### src/rtl/pair_monitor_pkg.sv
// pair_monitor_pkg: shared state encoding, counter width and saturating increment
package pair_monitor_pkg;
    typedef enum logic [1:0] {IDLE = 2'b00, COLLECT = 2'b01, DONE = 2'b10} state_t;
    localparam int CNT_W = 8;
    function automatic logic [CNT_W-1:0] sat_inc(input logic [CNT_W-1:0] c, input logic en);
        return (en && c != '1) ? c + CNT_W'(1) : c;
    endfunction
endpackage

### src/rtl/pair_monitor_fifo.sv
// pair_fifo: small FIFO with a registered head word and an extra pointer bit for full/empty
module pair_fifo #(
    parameter int W = 5,
    parameter int DEPTH = 4
) (
    input  logic         clk,
    input  logic         rst,
    input  logic         flush,
    input  logic         push,
    input  logic         pop,
    input  logic [W-1:0] wdata,
    output logic         full,
    output logic         valid,
    output logic [W-1:0] head
);
    localparam int AW = $clog2(DEPTH);
    logic [W-1:0] mem [DEPTH];
    logic [AW:0] wr, rd, wr_n, rd_n;
    assign full = (wr[AW] != rd[AW]) && (wr[AW-1:0] == rd[AW-1:0]);
    assign wr_n = wr + (AW+1)'(push);
    assign rd_n = rd + (AW+1)'(pop);
    always_ff @(posedge clk)
        if (push) mem[wr[AW-1:0]] <= wdata;
    // the head register loads the incoming word when it lands in the head slot
    always_ff @(posedge clk)
        if (!rst || flush) begin
            {wr, rd, valid, head} <= '0;
        end else begin
            wr <= wr_n;
            rd <= rd_n;
            valid <= wr_n != rd_n;
            head <= (wr_n == rd_n) ? '0 :
                    (push && rd_n[AW-1:0] == wr[AW-1:0]) ? wdata : mem[rd_n[AW-1:0]];
        end
endmodule

### src/rtl/pair_monitor.sv
// pair_monitor: checks data/inverse pairs, queues tagged words, keeps stats and detects end-of-run
module pair_monitor
    import pair_monitor_pkg::*;
#(
    parameter int N = 4,
    parameter int DEPTH = 4,
    parameter int DONE_HOLD = 3
) (
    input  logic             clk,
    input  logic             rst,
    input  logic             clear,
    input  logic             in_valid,
    input  logic [N-1:0]     in_data,
    input  logic [N-1:0]     in_inv,
    output logic             out_valid,
    input  logic             out_ready,
    output logic [N-1:0]     out_data,
    output logic             out_err,
    output logic [CNT_W-1:0] sample_count,
    output logic [CNT_W-1:0] err_count,
    output logic [CNT_W-1:0] drop_count,
    output logic             done,
    output logic             busy
);
    localparam int OW = $clog2(DONE_HOLD + 1);
    state_t state;
    logic [OW-1:0] ones, ones_n;
    logic take, err, pop, push, full, hit, flush;
    assign take = in_valid && state != DONE;
    assign err = in_inv != ~in_data;
    assign pop = out_valid && out_ready;
    assign push = take && (!full || pop);
    assign ones_n = &in_data ? ones + OW'(1) : '0;
    assign hit = ones_n == OW'(DONE_HOLD);
    assign flush = state == DONE && clear;
    assign done = state == DONE;
    assign busy = state == COLLECT;
    pair_fifo #(.W(N + 1), .DEPTH(DEPTH)) u_fifo (
        .clk(clk),
        .rst(rst),
        .flush(flush),
        .push(push),
        .pop(pop),
        .wdata({in_data, err}),
        .full(full),
        .valid(out_valid),
        .head({out_data, out_err})
    );
    // IDLE processes its first sample exactly like COLLECT
    always_ff @(posedge clk)
        if (!rst || flush) begin
            state <= IDLE;
            {sample_count, err_count, drop_count} <= '0;
            ones <= '0;
        end else if (take) begin
            state <= hit ? DONE : COLLECT;
            sample_count <= sat_inc(sample_count, push);
            drop_count <= sat_inc(drop_count, !push);
            err_count <= sat_inc(err_count, err);
            ones <= ones_n;
        end
endmodule
### config.mk
export PLATFORM = sky130hd
export DESIGN_NAME = pair_monitor
export DESIGN_NICKNAME = d
export VERILOG_FILES = /design/src/rtl/pair_monitor_pkg.sv /design/src/rtl/pair_monitor_fifo.sv /design/src/rtl/pair_monitor.sv
export SDC_FILE = /design/constraint.sdc
export NUM_CORES = 1
export LEC_CHECK = 0
export BUFFER_PORTS_ARGS = -buffer_cell sky130_fd_sc_hd__buf_2
export CAP_MARGIN = 20
export CORE_UTILIZATION = 50
export DETAILED_ROUTE_END_ITERATION = 10
export GPL_ROUTABILITY_DRIVEN = 1
export PLACE_DENSITY = 0.73
export SKIP_LAST_GASP = 1
export SLEW_MARGIN = 20
export SYNTH_ARGS = -nofsm -noshare
export SYNTH_HDL_FRONTEND = slang
export SYNTH_SLANG_ARGS = --single-unit
### constraint.sdc
create_clock -name clk -period 2.2 [get_ports clk]
set_input_delay 0 -clock clk [delete_from_list [all_inputs] [get_ports clk]]
set_output_delay 0 -clock clk [all_outputs]
set_load 0.01 [all_outputs]
==> out/qor.json, run 1 <==
{
  "synthesis": {
    "synth-seq-cells": 60,
    "synthesis.instances": 246,
    "synth.yosys.warnings": 0,
    "post_synthesis_cell_type_with_the_largest_combined_area": "dfxtp_1",
    "synth-async-reset-ratio": 0,
    "postSynth.topFlopCell": "dfxtp_1",
    "yosys-top-cells-area": "dfxtp_1, edfxtp_1, xnor2_1, nor2_1, mux4_2",
    "synth-edff-count": 20,
    "synth_sequential_area_ratio": 0.526,
    "synth_cell_types": 38,
    "netlist_area_um2": 2670,
    "syn_nets": 266,
    "syn_avg_cell_area_um2": 10.8,
    "post-synth-top-area-fraction": 0.300
  },
  "place": {
    "place_congestion": 0.785,
    "place_inst": 365,
    "hpwl_um": 3670,
    "placed_area_um2": 3040,
    "place.port_buffers": 44
  },
  "worst_setup_path": {
    "cp-end-kind": "flop",
    "r2r_cell_count": 10,
    "critical_path.max_fanout": 6,
    "required_ns": 2.42,
    "crit-reg2reg-capture": "u_fifo.head[1]$_SDFF_PP0_",
    "critPathMaxStageDelay_ns": 0.33,
    "timing.critical_path.arrival_ns": 2.29,
    "critical_r2r_launch": "u_fifo.wr[0]$_SDFF_PP0_",
    "startpoint_type": "flop",
    "r2r_setup_slack_ns": 0.13,
    "cp_cell_sequence": "xnor2_2, nand4_1, nand2_2, inv_1, ha_1, ha_1, xnor2_2, xor2_1, o31ai_4, nor2_1",
    "crit_path_top_delay_cell": "dfxtp_1",
    "timing.setup.critical_path_class": "reg2reg"
  },
  "floorplanning": {
    "effective_utilization_at_floorplan": 0.522,
    "io_pins": 45,
    "fp.dieArea_um2": 5630,
    "core_area_um2": 5110,
    "floorplan.die.height_um": 75.0,
    "fp-row-count": 26,
    "chipWidth_um": 75.0
  },
  "sta": {
    "max_slew_margin": 0.602,
    "setup_viol": 0,
    "timing.final.hold_violations": 0,
    "layout_min_cycle_time_ns": 2.07,
    "post-route-period-util": 0.939,
    "worst_slew_pin_slew_ns": 0.595,
    "max_freq_mhz": 484,
    "count_of_pins_over_their_slew_limit": 0,
    "fin_skew_ns": 0.00577
  },
  "global_routing": {
    "grt_first_pass_wirelength_um": 8710,
    "grt_use_total": 0.214,
    "first_global_vias": 1880,
    "global_route.overflow_total": 0,
    "initial_antenna_violation_count": 0,
    "grt_start_max_net_pins": 16
  },
  "detailed_routing": {
    "drt-wirelength-per-cell_um": 13.3,
    "first_iter_violations": 71,
    "ant_nets_after_route": 0,
    "route.detailed.drc": 0,
    "drt_pre_antenna_iters": 4,
    "route.detailed.vias_per_inst": 5.24,
    "detail_route.wirelength_um": 5150,
    "detailroute.via_count": 2023
  },
  "clocking": {
    "cts_buffers": 9,
    "clock_slew_seen_by_the_registers_of_the_worst_setup_and_hold_paths_ns": 0.07,
    "tritoncts": "built",
    "cts_sinks": 60,
    "worst_skew_pair.late_latency_ns": 0.34,
    "cts_htree_levels": 3,
    "cts_root_buf": "clkbuf_8",
    "cts-root-to-sink-buffers": 2
  },
  "pwr": {
    "clock_power_share": 0.397,
    "p_int_uw": 2080,
    "share_comb_of_total_power": 0.149,
    "power.share.switching": 0.240,
    "power_per_cell_area_nw_per_um2": 817,
    "cellLeakagePower_uw": 0.00136,
    "seq_power_share": 0.454,
    "worst_ir_drop_vdd_mv": 0.411,
    "netSwitchingPower_uw": 658
  },
  "outcome": {
    "outcome": "finished, final reports clean"
  },
  "hold_path": {
    "whs_path_depth": 3,
    "timing.hold.worst_endpoint": "state[0]$_SDFFE_PP0P_",
    "worst_hold_path_type": "in2reg",
    "min-delay-start": "in_valid"
  },
  "layout": {
    "final_cell_count_no_fill": 386,
    "area_delta_synth_final_pct": 25.7,
    "inserted_diodes": 0,
    "final_cell_area_um2": 3350,
    "fill_cells": 395,
    "final_nets": 331,
    "final_layout_size_suffix_gt1_frac": 0.288
  },
  "flow_run": {
    "number_of_max_cap_violations": 0
  }
}
synth_stat cells (7+ instances only):
| library cell | instances |
|---|---|
| dfxtp_1 | 40 |
| nor2_1 | 34 |
| edfxtp_1 | 20 |
| xnor2_1 | 19 |
| nand2_1 | 15 |
| nand3_1 | 11 |
| xor2_1 | 10 |
| mux2i_1 | 8 |
| nor4_1 | 8 |
| clkbuf_1 | 7 |
| ha_1 | 7 |
| inv_1 | 7 |
worst max-delay path by stage:
stage	from	to	slack (ns)	cells past startpoint
2_1_floorplan	u_fifo.wr[0]$_SDFF_PP0_	u_fifo.head[0]$_SDFF_PP0_	0.02	10
3_3_place_gp	u_fifo.wr[2]$_SDFF_PP0_	u_fifo.head[4]$_SDFF_PP0_	0.06	10
3_5_place_dp	u_fifo.wr[2]$_SDFF_PP0_	u_fifo.head[2]$_SDFF_PP0_	-0.09	10
4_1_cts	u_fifo.rd[2]$_SDFF_PP0_	u_fifo.head[1]$_SDFF_PP0_	0.007	10
5_1_grt	u_fifo.wr[0]$_SDFF_PP0_	u_fifo.head[1]$_SDFF_PP0_	-0.003	10
6_report	u_fifo.wr[0]$_SDFF_PP0_	u_fifo.head[1]$_SDFF_PP0_	0.13	10
layout by cell type, fill, tap and decap left out, types with 2 or more instances in the layout:
master / instances
a21oi_1: 5
a31oi_1: 2
and2_1: 6
and4_1: 2
buf_2: 44
buf_4: 14
bufinv_16: 2
clkbuf_1: 2
clkbuf_8: 10
dfxtp_1: 36
dfxtp_2: 4
dlygate4sd3_1: 4
edfxtp_1: 20
ha_1: 7
inv_1: 7
mux2i_1: 8
mux4_2: 5
nand2_1: 14
nand2b_1: 3
nand3_1: 11
nand3b_1: 2
nand4_1: 6
nor2_1: 34
nor3_1: 6
nor3b_1: 2
nor4_1: 8
nor4b_1: 3
o21ai_0: 4
xnor2_1: 16
xnor2_2: 3
xor2_1: 9
per-layer routing:
metal	routed length [um]	vias up	part of all wire	GRT usage
met2	2470	44	0.48	0.336
met5	0	-	0	0
li1	-	1009	-	-
met1	2400	962	0.47	0.272
met3	206	8	0.040	0.0696
met4	71	0	0.014	0.0881
kinds of logic (layout without fill, tap and decap cells):
kind of cell,after synthesis,in the layout,synth area share
AND/OR/NAND/NOR,103,103,0.203
buffers and inverters,15,85,0.0239
multiplexers,13,13,0.0723
flip-flops,60,60,0.526
AO/OA/AOI/OAI,19,19,0.0470
adder cells (fa/ha/maj),7,7,0.0329
XOR/XNOR,29,29,0.0953
stage by stage:
stage	total power [uW]	hold WS, ns	util	setup slack [ns]	setup TNS (ns)
detailed placement	1650	0.292	0.595	-0.0950	-0.495
floorplan	1530	0.0989	-	0.0154	0
global route	2860	0.0877	0.656	-0.00270	-0.00439
finish	2740	0.0826	0.656	0.134	0
global placement	1640	0.290	0.595	0.0601	0
CTS	2750	0.0571	0.649	0.00710	0
area by class of cell:
type | instances | area [um2] | share of cell area
tap | 70 | 87.6 | 0.0261
clock inverter | 4 | 72.6 | 0.0217
multi-input combinational | 171 | 1250 | 0.372
sequential | 60 | 1410 | 0.420
inverter | 7 | 26.3 | 0.00784
clock buffer | 12 | 145 | 0.0433
timing repair buffer | 62 | 365 | 0.109
critical path, delay by kind of cell (launching register included):
| kind | cells | cell delay, ns |
|---|---|---|
| AOI/OAI and AO/OA | 1 | 0.30 |
| xor gates and xnor gates | 3 | 0.50 |
| adders and majority gates | 2 | 0.38 |
| buffers and inverters | 1 | 0.07 |
| DFF | 1 | 0.33 |
| and+or+nand+nor | 3 | 0.37 |
power groups by stage:
stage | registers [uW] | clock network, uW | logic [uW]
floorplan | 1290 | 0 | 244
global placement | 1260 | 0 | 380
detailed placement | 1260 | 0 | 388
CTS | 1240 | 1110 | 405
global route | 1250 | 1160 | 453
finish | 1240 | 1090 | 407
repair_timing:
item	CTS	global route
setup endpoints to repair	6	6
gates resized for setup	3	7
buffers inserted	0	1
hold buffers	4	0
pin swaps	1	9
endpoints found under the hold margin	16	0
flip-flops by register name, summed over array words and instances (netlist names):
signal / flops
u_fifo.mem: 20
sample_count: 8
u_fifo.rd: 3
err_count: 8
drop_count: 8
ones: 2
state: 2
u_fifo.head: 5
u_fifo.valid: 1
u_fifo.wr: 3
Note: power is estimated with default switching activity, not from simulation.
==> run 2: changes to the inputs <==
- PLACE_DENSITY: 0.73 -> 0.72
- SETUP_SLACK_MARGIN: unset -> 0.15
- clock period: 2.2 -> 1.8 ns (I/O delays scaled with it)
==> out/qor.json, run 2 (synthesis gave the netlist of run 1 again) <==
{
  "detailed_routing": {
    "route.detailed.vias_per_inst": {"value": 5.31, "change": "was 5.24"},
    "ant_nets_after_route": {"value": 0, "change": "unchanged"},
    "drt_pre_antenna_iters": {"value": 4, "change": "unchanged"},
    "first_iter_violations": {"value": 65, "change": "was 71"},
    "detailroute.via_count": {"value": 2172, "change": "was 2023"},
    "route.detailed.drc": {"value": 0, "change": "unchanged"},
    "drt-wirelength-per-cell": {"value": 14.9, "unit": "um", "change": "was 13.3 um"},
    "detail_route.wirelength": {"value": 6090, "unit": "um", "change": "was 5150 um"}
  },
  "clocking": {
    "cts-root-to-sink-buffers": {"value": 2, "change": "unchanged"},
    "cts_buffers": {"value": 9, "change": "unchanged"},
    "cts_root_buf": {"value": "clkbuf_8", "change": "unchanged"},
    "tritoncts": {"value": "built", "change": "unchanged"},
    "worst_skew_pair.late_latency": {"value": 0.33, "unit": "ns", "change": "was 0.34 ns"},
    "cts_sinks": {"value": 60, "change": "unchanged"},
    "cts_htree_levels": {"value": 3, "change": "unchanged"},
    "clock_slew_seen_by_the_registers_of_the_worst_setup_and_hold_paths": {"value": 0.07, "unit": "ns", "change": "about the same"}
  },
  "worst_setup_path": {
    "critical_r2r_launch": {"value": "u_fifo.rd[2]$_SDFF_PP0_", "change": "was u_fifo.wr[0]$_SDFF_PP0_"},
    "critical_path.max_fanout": {"value": 6, "change": "unchanged"},
    "critPathLaunch": {"value": "u_fifo.rd[2]$_SDFF_PP0_", "change": "was u_fifo.wr[0]$_SDFF_PP0_"},
    "timing.setup.critical_path_class": {"value": "reg2reg", "change": "unchanged"},
    "timing.critical_path.arrival": {"value": 2.24, "unit": "ns", "change": "was 2.29 ns"},
    "cp-end-kind": {"value": "flop", "change": "unchanged"},
    "crit_path_top_delay_cell": {"value": "dfxtp_2", "change": "was dfxtp_1"},
    "cp_cell_sequence": {"value": "xor2_1, nand4_1, nand2_1, inv_2, ha_4, ha_4, xnor2_4, xor2_1, o31ai_2, buf_4, nor2_1", "change": "was xnor2_2, nand4_1, nand2_2, inv_1, ha_1, ha_1, xnor2_2, xor2_1, o31ai_4, nor2_1"},
    "timing.critical_path.max_delay_family": {"value": "XOR/XNOR gates", "change": "unchanged"},
    "crit_buf_inv": {"value": 2, "change": "was 1"},
    "required": {"value": 2.03, "unit": "ns", "change": "was 2.42 ns"},
    "critPathMaxStageDelay": {"value": 0.33, "unit": "ns", "change": "about the same"},
    "startpoint_type": {"value": "flop", "change": "unchanged"}
  },
  "layout": {
    "final_nets": {"value": 354, "change": "was 331"},
    "final_cell_count_no_fill": {"value": 409, "change": "was 386"},
    "final_layout_size_suffix_gt1_frac": {"value": 0.404, "change": "was 0.288"},
    "commonest_non_fill_non_tap_cell_in_the_layout": {"value": "buf_2", "change": "unchanged"},
    "final_cell_utilization_of_the_core": {"value": 0.737, "change": "was 0.656"},
    "largest_register_ffs": {"value": 20, "change": "unchanged"},
    "inserted_diodes": {"value": 0, "change": "unchanged"},
    "mostFrequentLayoutCells": {"value": "buf_2, nor2_1, dfxtp_1, buf_4, edfxtp_1", "change": "was buf_2, dfxtp_1, nor2_1, edfxtp_1, xnor2_1"},
    "area_delta_synth_final": {"value": 41.3, "unit": "%", "change": "was 25.7%"}
  },
  "place": {
    "place_congestion": {"value": 0.893, "change": "was 0.785"},
    "place.port_buffers": {"value": 44, "change": "unchanged"},
    "place_inst": {"value": 379, "change": "was 365"},
    "hpwl": {"value": 3800, "unit": "um", "change": "was 3670 um"},
    "pre_cts_slack": {"value": -0.194, "unit": "ns", "change": "was -0.0950 ns"}
  },
  "floorplanning": {
    "fp-row-count": {"value": 26, "change": "unchanged"},
    "chipWidth": {"value": 75.0, "unit": "um", "change": "unchanged"},
    "fp.dieArea": {"value": 5630, "unit": "um2", "change": "unchanged"},
    "core_area": {"value": 5110, "unit": "um2", "change": "unchanged"},
    "effective_utilization_at_floorplan": {"value": 0.522, "change": "unchanged"},
    "floorplan.die.height": {"value": 75.0, "unit": "um", "change": "unchanged"},
    "io_pins": {"value": 45, "change": "unchanged"}
  },
  "hold_path": {
    "min-delay-start": {"value": "rst", "change": "was in_valid"},
    "worst_hold_path_type": {"value": "in2reg", "change": "unchanged"}
  },
  "sta": {
    "layout_min_cycle_time": {"value": 2.01, "unit": "ns", "change": "was 2.07 ns"},
    "fin_skew": {"value": 0.0112, "unit": "ns", "change": "was 0.00577 ns"},
    "max_slew_margin": {"value": 0.685, "change": "was 0.602"},
    "timing.final.hold_violations": {"value": 0, "change": "unchanged"},
    "setup_viol": {"value": 7, "change": "was 0"},
    "post-route-period-util": {"value": 1.12, "change": "was 0.939"},
    "fin_ws": {"value": -0.212, "unit": "ns", "change": "was 0.134 ns"},
    "rsz_0062_raised_after_global_routing": "yes",
    "max_freq": {"value": 497, "unit": "MHz", "change": "was 484 MHz"},
    "worst_slew_pin_slew": {"value": 0.473, "unit": "ns", "change": "was 0.595 ns"},
    "count_of_pins_over_their_slew_limit": {"value": 0, "change": "unchanged"}
  },
  "pwr": {
    "power_per_cell_area": {"value": 899, "unit": "nW/um2", "change": "was 817 nW/um2"},
    "cellLeakagePower": {"value": 0.00151, "unit": "uW", "change": "was 0.00136 uW"},
    "worst_ir_drop_vdd": {"value": 0.511, "unit": "mV", "change": "was 0.411 mV"}
  },
  "global_routing": {
    "first_global_vias": {"value": 1877, "change": "was 1880"},
    "initial_antenna_violation_count": {"value": 0, "change": "unchanged"},
    "grt_start_max_net_pins": {"value": 18, "change": "was 16"},
    "grt_first_pass_wirelength": {"value": 8630, "unit": "um", "change": "was 8710 um"},
    "global_route.overflow_total": {"value": 0, "change": "unchanged"},
    "grt_use_total": {"value": 0.213, "change": "was 0.214"}
  },
  "outcome": {
    "failing_checks": "setup timing",
    "outcome": {"value": "complete, but fails checks", "change": "was finished, final reports clean"}
  },
  "flow_run": {
    "number_of_max_cap_violations": {"value": 0, "change": "unchanged"}
  }
}
## run 2: where the power goes
group	leakage, uW	switching, uW	internal (uW)
Clock	0.000101	517	768
Combinational	0.000902	278	302
Sequential	0.000510	36.8	1480
Total	0.00151	832	2550
## run 2: through the flow
stage / hold WS (ns) / cell area, um2 / setup TNS (ns) / total power, uW
after floorplan: 0.0989 / 2730 / -1.39 / 1890
after global routing: 0.111 / 3770 / -1.95 / 3530
after CTS: 0.0761 / 3480 / -1.08 / 3370
after detailed placement: 0.290 / 3210 / -1.11 / 2090
final: 0.0625 / 3770 / -1.27 / 3380
after global placement: 0.292 / 3210 / -0.681 / 2070
## run 2: worst reg2reg max path, stage by stage (launching register included)
cell and delay (ns):
dfxtp_2 0.33, xor2_1 0.18, nand4_1 0.17, nand2_1 0.15, inv_2 0.06, ha_4 0.16, ha_4 0.17, xnor2_4 0.13
xor2_1 0.15, o31ai_2 0.20, buf_4 0.17, nor2_1 0.05
## run 2: final timing paths
check,to,slack (ns),depth (start not counted)
setup / recovery,u_fifo.head[3]$_SDFF_PP0_,-0.21,11
hold / removal,drop_count[1]$_SDFFE_PP0P_,0.06,3
setup reg to reg,u_fifo.head[3]$_SDFF_PP0_,-0.21,11
hold reg to reg,err_count[1]$_SDFFE_PP0P_,0.50,2
## run 2: layout make-up
type / count / area, um2
Tap cell: 70 / 87.6
Multi-Input combinational cell: 171 / 1420
Clock buffer: 10 / 128
Clock inverter: 6 / 80.1
Inverter: 7 / 26.3
Sequential cell: 60 / 1420
Timing Repair Buffer: 85 / 604
Fill cell: 353 / 1340
## run 2: repair_timing
action	CTS	global route
setup endpoints to repair	6	26
endpoints found under the hold margin	16	0
gates cloned	0	1
gates resized for setup	1	40
hold buffers	4	0
setup buffers	4	5
pin swaps	4	18
## run 2: layer usage
metal	global-route usage	wire length [um]	part of all wire
met3	0.0442	236	0.039
met4	0.113	146	0.024
met5	0	0	0
met1	0.267	2550	0.42
met2	0.348	3150	0.52
